File: src/rtl/uart_pkg.sv
// uart_pkg: receiver state encoding and frame defaults shared with the transmitter.
package uart_pkg;
  localparam int WORD_SIZE_DEF   = 8;
  localparam int PULSE_WIDTH_DEF = 868;
  typedef enum logic [2:0] {IDLE, START, DATA, STOP, WAIT_IDLE} rx_state_t;
endpackage

File: src/rtl/sync_2ff.sv
// sync_2ff: two-flop synchroniser for a single asynchronous bit.
module sync_2ff #(
  parameter logic RST_VAL = 1'b1
) (
  input  logic clk,
  input  logic rstn,
  input  logic i_d,
  output logic o_q
);
  logic r_meta;
  always_ff @(posedge clk or negedge rstn)
    if (!rstn) begin
      r_meta <= RST_VAL;
      o_q    <= RST_VAL;
    end else begin
      r_meta <= i_d;
      o_q    <= r_meta;
    end
endmodule

File: src/rtl/receiver.sv
// receiver: UART frame deserialiser (start, WORD_SIZE data bits LSB first, one stop bit).
module receiver import uart_pkg::*; #(
  parameter int WORD_SIZE   = WORD_SIZE_DEF,
  parameter int PULSE_WIDTH = PULSE_WIDTH_DEF,
  parameter int PACKET_SIZE = WORD_SIZE + 2
) (
  input  logic                 clk,
  input  logic                 rstn,
  input  logic                 rx,
  output logic [WORD_SIZE-1:0] data_bits,
  output logic                 rx_valid
);
  localparam int CW = $clog2(PULSE_WIDTH);
  localparam int IW = $clog2(WORD_SIZE + 1);
  localparam logic [CW-1:0] C_FULL = CW'(PULSE_WIDTH - 1);
  localparam logic [CW-1:0] C_HALF = CW'(PULSE_WIDTH / 2 - 1);
  localparam logic [IW-1:0] I_LAST = IW'(PACKET_SIZE - 3);
  logic                 w_rx_s;
  rx_state_t            r_state;
  logic [CW-1:0]        r_cnt;
  logic [IW-1:0]        r_idx;
  logic [WORD_SIZE-1:0] r_shift;
  sync_2ff #(.RST_VAL(1'b1)) u_sync (
    .clk  (clk),
    .rstn (rstn),
    .i_d  (rx),
    .o_q  (w_rx_s)
  );
  // Shifting in from the top leaves the first data bit in bit 0 after WORD_SIZE samples.
  always_ff @(posedge clk or negedge rstn)
    if (!rstn) begin
      r_state   <= IDLE;
      r_cnt     <= '0;
      r_idx     <= '0;
      r_shift   <= '0;
      data_bits <= '0;
      rx_valid  <= 1'b0;
    end else begin
      rx_valid <= 1'b0;
      case (r_state)
        IDLE:
          if (!w_rx_s) begin
            r_state <= START;
            r_cnt   <= '0;
          end
        START:
          if (r_cnt == C_HALF) begin
            r_cnt   <= '0;
            r_idx   <= '0;
            r_state <= w_rx_s ? IDLE : DATA;
          end else r_cnt <= r_cnt + 1'b1;
        DATA:
          if (r_cnt == C_FULL) begin
            r_cnt   <= '0;
            r_shift <= {w_rx_s, r_shift[WORD_SIZE-1:1]};
            r_idx   <= r_idx + 1'b1;
            if (r_idx == I_LAST) r_state <= STOP;
          end else r_cnt <= r_cnt + 1'b1;
        STOP:
          if (r_cnt == C_FULL) begin
            r_cnt <= '0;
            if (w_rx_s) begin
              data_bits <= r_shift;
              rx_valid  <= 1'b1;
              r_state   <= IDLE;
            end else r_state <= WAIT_IDLE;
          end else r_cnt <= r_cnt + 1'b1;
        WAIT_IDLE:
          if (w_rx_s) r_state <= IDLE;
        default: r_state <= IDLE;
      endcase
    end
endmodule

File: config.mk
export PLATFORM = sky130hd
export DESIGN_NAME = receiver
export DESIGN_NICKNAME = d
export VERILOG_FILES = /design/src/rtl/uart_pkg.sv /design/src/rtl/sync_2ff.sv /design/src/rtl/receiver.sv
export SDC_FILE = /design/constraint.sdc
export NUM_CORES = 1
export LEC_CHECK = 0
export ABC_CLOCK_PERIOD_IN_PS = 4100
export CORE_MARGIN = 2
export CORE_UTILIZATION = 55
export DETAILED_ROUTE_END_ITERATION = 10
export PLACE_DENSITY = 0.76
export SETUP_SLACK_MARGIN = 0.5
export SLEW_MARGIN = 20
export SYNTH_ARGS = -nofsm -noshare
export SYNTH_HDL_FRONTEND = slang
export SYNTH_SLANG_ARGS = --single-unit
File: constraint.sdc
create_clock -name clk -period 4.1 [get_ports clk]
set_clock_uncertainty 0.15 [all_clocks]
set_input_delay 0.41 -clock clk [delete_from_list [all_inputs] [get_ports clk]]
set_output_delay 0.41 -clock clk [all_outputs]
set_load 0.1 [all_outputs]
Yosys cells after proc, flatten, opt, wreduce, memory -nomap -nowiden
Index checks and enable logic that the tools add are counted.

Register bits after elaboration: 36. Input bits: 3.

$add $sub $neg: 2. Equal/unequal tests: 13. Mux-type cells: 19. Reductions and logical operators: 9.

Operators with widths (count): two-way mux 10 bit (3); one-hot mux 10 bit (3 select lines) (1); two-way mux 3 bit (7); one-hot mux 3 bit (5 select lines) (1); adder 10 x 1 -> 10 bit, second input constant (1); == test 10 bit, second input constant (1); == test 10 x 9 -> 1 bit, second input constant (1); inequality test 2 bit, second input constant (5); two-way mux 4 bit (2); one-hot mux 4 bit (2 select lines) (1); == test 3 x 2 -> 1 bit, second input constant (2); AND reduction 3 bit (2); AND reduction 6 bit (1); adder 4 x 1 -> 4 bit, second input constant (1); == test 4 x 3 -> 1 bit, second input constant (1); AND reduction 2 bit (2); == test 3 x 1 -> 1 bit, second input constant (1); == test 3 bit, second input constant (1); zero test 3 bit (1); two-way mux 1 bit (3); nonzero test 3 bit (1); two-way mux 2 bit (1); inequality test 2 x 1 -> 1 bit, second input constant (1); nonzero test 2 bit (1); OR reduction 2 bit (1).

Logic depth before layout (Yosys ltp)
Gate-level depths: netlist of the first run.

Depth in word-level cells: 4. Depth in mapped cells: 7. Gate-level depth less buffers: 6.

Modules after synthesis
Synthesis of the first run repeated with hierarchy kept, for this count alone.

Cells, all modules: 150. Area, all modules: 1729.2 um2.

By module, submodules not included: receiver (times used 1, cells each 148, area each 1676.6 um2, sequential area each 850.8 um2); sync_2ff (times used 1, cells each 2, area each 52.6 um2, sequential area each 52.6 um2).

Least setup slack after synthesis of the first run
Ideal clock, no wire load.

Path type: register to register. Start point: register r_cnt[0]. End point: register data_bits[0]. Data arrival time: 1668 ps. Data required time: 3825 ps. Setup slack: 2157 ps. Cell stages (with the launch flop): 6. Cells stage by stage: dfrtp_1 ha_1 and4bb_2 nand4_1 nor2_2 mux2_2.

Word-level cells in the longest chain between the ends: 2.

Ends and longest elaborated chain: start: declaration (RTL line receiver.sv:20) `logic [CW-1:0] r_cnt;`; start signal: assignment (RTL line receiver.sv:51) `end else r_cnt <= r_cnt + 1'b1;`; start signal: assignment (RTL line receiver.sv:58) `end else r_cnt <= r_cnt + 1'b1;`; start signal: assignment (RTL line receiver.sv:67) `end else r_cnt <= r_cnt + 1'b1;`; == test 10 bit (RTL line receiver.sv:60) `if (r_cnt == C_FULL) begin`; AND reduction 3 bit (no source line); end signal: assignment (RTL line receiver.sv:63) `data_bits <= r_shift;`; end: declaration (RTL line receiver.sv:10) `output logic [WORD_SIZE-1:0] data_bits,`.

Every way passes these cells. A chain may end at the register's enable or synchronous reset.

Worst setup path in the final report of the first run
Start point: register data_bits[6]. End point: output port data_bits[6].

No word-level cell between the ends.

==> results of run 1 <==
## placed cells by master, fill, tap and decap left out, types with 4 or more instances in the layout
cell / instances
clkbuf_4: 5
nand4_1: 7
nand3_1: 5
inv_1: 7
dfrtp_1: 34
mux2_2: 16
nor2_1: 8
nand2_1: 11
clkdlybuf4s50_1: 11
or3_1: 4
## power by group through the flow
stage,combinational [mW],sequential (mW),clock [mW]
after floorplan,0.000226,0.364,0
after global placement,0.00948,0.365,0
after detailed placement,0.00976,0.365,0
after CTS,0.00974,0.358,0.253
after global routing,0.0110,0.358,0.273
final,0.00898,0.358,0.249
## kinds of logic after synthesis
group           share of synthesized area
flops                               0.511
buf+inv                            0.0354
fa+ha+maj                          0.0212
compound gates                      0.126
mux                                 0.108
simple gates                        0.199
## state kept, by name, indices dropped and copies added (netlist names)
register / cells
data_bits: 8
r_cnt: 10
r_idx: 4
r_shift: 8
r_state: 3
rx_valid: 1
u_sync.o_q: 1
u_sync.r_meta: 1
## final cells by class
class,instances,area [um2],area share
clock buffer,5,37.5,0.0189
clock inverter,3,42.5,0.0214
inverter,7,26.3,0.0132
multi-input combinational,107,802,0.404
sequential,36,903,0.455
tap,44,55.1,0.0277
timing repair buffer,12,118,0.0593
## metal layers
metal,up-vias,GRT usage,share of wire
met1,631,0.292,0.46
met5,-,0,0
met2,24,0.313,0.48
li1,605,-,-
met3,7,0.0597,0.050
met4,0,0.0745,0.014
## worst paths after layout
check	from	endpoint	slack, ns	cells after the start
setup reg to reg	r_cnt[0]$_DFFE_PN0P_	r_idx[3]$_DFFE_PN0P_	1.75	5
max in group asynchronous	rstn	u_sync.o_q$_DFF_PN1_	3.14	2
hold reg to reg	u_sync.r_meta$_DFF_PN1_	u_sync.o_q$_DFF_PN1_	0.21	0
hold / removal	u_sync.r_meta$_DFF_PN1_	u_sync.o_q$_DFF_PN1_	0.21	0
setup / recovery	data_bits[6]$_DFFE_PN0P_	data_bits[6]	1.68	1
min in group asynchronous	rstn	r_idx[2]$_DFFE_PN0P_	0.30	2
==> metrics.cfg, run 1 <==
[critical_path]
critPathTopFamily = buffers and inverters
startpoint_type = flip-flop
crit_type = flip-flop to output port
path_max_fanout = 2
critPathMaxStageDelay_ns = 1.13
cp-end-kind = output port
path_cells = clkdlybuf4s50_1
cp.arrival_ns = 1.86
crit_required_ns = 3.54
slowest_stage = clkdlybuf4s50_1
path_buf_inv = 1

[synthesis]
synth_edf_count = 0
avgSynthCellArea_um2 = 11.3
ys_ff_latch = 36
yosys-top-cells-area = dfrtp_1 48%, mux2_2 10%, dfstp_2 3.0%, nand4_1 2.5%, nand2_1 2.3%
syn_nets = 163
synth-async-reset-ratio = 1.00
yosysSeqAreaShare = 0.511
synth_commonest_cells = 34 x dfrtp_1, 16 x mux2_2, 11 x nand2_1
synth_cells = 157
synth_top_area_frac = 0.481
synth_flop_cell = dfrtp_1
yosysMostFrequentCell = dfrtp_1
synth_area_um2 = 1770
yosys_warnings = 0
synth_top_cell_by_area = dfrtp_1
synth_cell_type_count = 46

[route]
vias_per_cell = 5.92
routedWlPerCell_um = 15.3
antenna_left = 0
dr.pass1.iters = 4
wl_um = 3280
vias = 1267
drt_iter0_drc = 85
drc = 0

[final_layout]
syn2layout_area_growth_pct = 12.2
nets = 175
antenna_cells = 0
n_fill_cell = 259
instances_no_fill = 214
drive_gt1_frac = 0.206
final_util = 0.650
final_area_um2 = 1980

[global_routing]
grt-ovfl-total = 0
grt_max_degree = 37
grt_pass1_wl_um = 5650
antenna_found_initial = 0
grt_use_total = 0.209
grt_pass1_vias = 1230

[place]
placed_area_um2 = 1900
portBuffers = 11
dp_hpwl_um = 2240
gp_congestion = 0.850
place_ws_ns = 1.80
dp_cells = 206

[power_and_ir_drop]
seqPwrFrac = 0.582
power_density_nw_per_um2 = 310
p_sw_mw = 0.129
fin_total_pwr_mw = 0.616
pwr-share-comb = 0.015
leakagePower_nw = 0.871
p_sw_frac = 0.210
p_int_mw = 0.486
peakVddDrop_v = 0.000248
clkPwrFrac = 0.404

[cts]
ctsResizeCount = 0
cts_hold_buf = 0
cts.clk_slew.worst_paths_ns = 0.12
cts_num_sinks = 36
clk_path_buf_depth = 2
htreeDepth = 2
cts_tree = built
cts_setup_buffers = 0
root_buffer = clkbuf_4
cts_buffers = 5
clk_latency_ns = 0.34

[floorplanning]
ios = 12
num_rows = 20
die_h_um = 60.7
die_x_um = 60.7
dieArea_um2 = 3680
initial_utilization = 0.579
coreArea_um2 = 3050

[sta]
fin_setup_tns_ns = 0
fin_ws_ns = 1.68
rsz0062_at_grt = false
setup_violations = 0
max_freq_mhz = 414
hold-worst-slack_ns = 0.213
finalHoldViolations = 0
worst_slew_margin_rel = 0.355
fin_crit_sh = 0.589
fin_crit_ns = 2.42
worstMarginPinSlew_ns = 0.965
slew_viol_final = 0

[min_path]
hold_class = flip-flop to flip-flop

[flow_run]
cap_violations = 0

[status]
status = complete, no violations

Power figures use the tool's default switching activity.
==> run 2, diff against run 1 <==
- ABC_CLOCK_PERIOD_IN_PS: 4100 -> 2400
- clock period: 4.1 -> 2.4 ns (I/O delays scaled with it)
==> run 2 against run 1 <==
- register-to-register slack got worse by 1.3 ns
- global-route usage rose by 5.3 points
- first-iteration DRC count grew 7.1%
- final cell count grew 7.5%
- critical path type is now flip-flop to flip-flop
- highest routed layer unchanged
- worst hold slack got worse by 0.081 ns
- critical path depth is 5 higher
- die area is the same
- largest power group unchanged
==> metrics.cfg, run 2 (same netlist as run 1, synthesis figures left out) <==
[floorplanning]
coreArea_um2 = 3050
initial_utilization = 0.579
dieArea_um2 = 3680
ios = 12
num_rows = 20
die_h_um = 60.7
die_x_um = 60.7

[min_path]
hold_class = primary input to asynchronous set/reset pin

[power_and_ir_drop]
pwr-share-comb = 0.015
peakVddDrop_v = 0.000378
p_sw_frac = 0.207
power_density_nw_per_um2 = 461
seqPwrFrac = 0.583
leakagePower_nw = 1.04
p_int_mw = 0.832
p_sw_mw = 0.217
clkPwrFrac = 0.402

[final_layout]
antenna_cells = 0
n_fill_cell = 209
drive_gt1_frac = 0.414
final_cell_mix = 30 x dfrtp_1, 21 x buf_4, 15 x mux2_4
mostFrequentLayoutCell = dfrtp_1
multi_input_area_um2 = 967
largest_reg_flops = 10
nets = 191
syn2layout_area_growth_pct = 28.7
largestRegisters = r_cnt: 10 flops, data_bits: 8 flops, r_shift: 8 flops
regArea_um2 = 908
largest-register = r_cnt

[sta]
rsz0062_at_grt = true
fin_ws_ns = 0.426
max_freq_mhz = 507
worst_slew_margin_rel = 0.706
slew_viol_final = 0
setup_violations = 0
worstMarginPinSlew_ns = 0.442
fin_crit_sh = 0.822
fin_crit_ns = 1.97
fin_setup_tns_ns = 0
finalHoldViolations = 0

[global_routing]
grt-ovfl-total = 0
antenna_found_initial = 0
grt_pass1_wl_um = 6740
grt_use_total = 0.262
grt_pass1_vias = 1352
grt_max_degree = 37

[cts]
root_buffer = clkbuf_4
cts_tree = built
clk_latency_ns = 0.35
cts_buffers = 5
cts.clk_slew.worst_paths_ns = 0.11
cts_num_sinks = 36
clk_path_buf_depth = 2
htreeDepth = 2
cts_hold_buf = 0

[critical_path]
crit_required_ns = 2.49
cp-end-kind = flip-flop
cp.arrival_ns = 2.06
path_max_fanout = 8
startpoint_type = flip-flop
crit_type = flip-flop to flip-flop

[route]
vias_per_cell = 6.27
drt_iter0_drc = 91
vias = 1443
antenna_left = 0
dr.pass1.iters = 4
drc = 0
routedWlPerCell_um = 19.1
wl_um = 4400

[place]
gp_congestion = 0.842
dp_hpwl_um = 2380
portBuffers = 11
place_ws_ns = 0.302

[flow_run]
cap_violations = 0

[status]
status = complete, no violations

## run 2: worst paths after layout
kind	startpoint	end	slack [ns]	cells after the start
worst max-delay path	r_cnt[1]$_DFFE_PN0P_	data_bits[3]$_DFFE_PN0P_	0.43	6
max in group asynchronous	rstn	u_sync.r_meta$_DFF_PN1_	1.60	2
worst min-delay path	rstn	r_idx[3]$_DFFE_PN0P_	0.13	2
worst max register to register	r_cnt[1]$_DFFE_PN0P_	data_bits[3]$_DFFE_PN0P_	0.43	6
min in group clk	rx	u_sync.r_meta$_DFF_PN1_	0.15	1
worst min register to register	u_sync.r_meta$_DFF_PN1_	u_sync.o_q$_DFF_PN1_	0.21	0
## run 2: per-layer routing
metal	wire (um)	vias to the layer above	part of all wire	track usage
li1	-	640	-	-
met3	253	14	0.057	0.0746
met1	1900	732	0.43	0.329
met4	150	0	0.034	0.124
met2	2100	57	0.48	0.418
met5	0	-	0	0
## run 2: final cells by class
type	instances	share of cell area
clock buffer	6	0.0181
sequential	36	0.399
tap	44	0.0242
inverter	7	0.0115
multi-input combinational	107	0.425
clock inverter	2	0.0154
timing repair buffer	28	0.107
## run 2: power groups by stage
stage / Clock, mW / Combinational [mW] / Sequential, mW
2_1_floorplan: 0 / 0.000385 / 0.622
3_3_place_gp: 0 / 0.0164 / 0.623
3_5_place_dp: 0 / 0.0167 / 0.623
4_1_cts: 0.427 / 0.0166 / 0.611
5_1_grt: 0.457 / 0.0186 / 0.612
6_report: 0.421 / 0.0157 / 0.612
## run 2: worst max-delay path: stages, from the launching register on
cell and delay, ns:
dfrtp_1 0.45, ha_4 0.16, and4bb_2 0.26, nand4_1 0.20
nor2_4 0.17, buf_12 0.15, mux2_2 0.33
## run 2: what timing repair did
item	CTS	global route
setup endpoints to repair	28	28
setup buffers	10	4
resized for setup	18	26
gates cloned	0	1
pin swaps	8	7
## run 2: metrics by stage
step	hold slack, ns	cell area, um2	cells	utilization	total power, mW
6_report	0.132	2280	230	0.745	1.05
5_1_grt	0.121	2280	230	0.745	1.09
4_1_cts	0.143	2140	225	0.702	1.05
3_5_place_dp	0.203	1890	207	0.620	0.640
3_3_place_gp	0.197	1890	207	0.620	0.639
2_1_floorplan	-0.206	1770	157	-	0.623
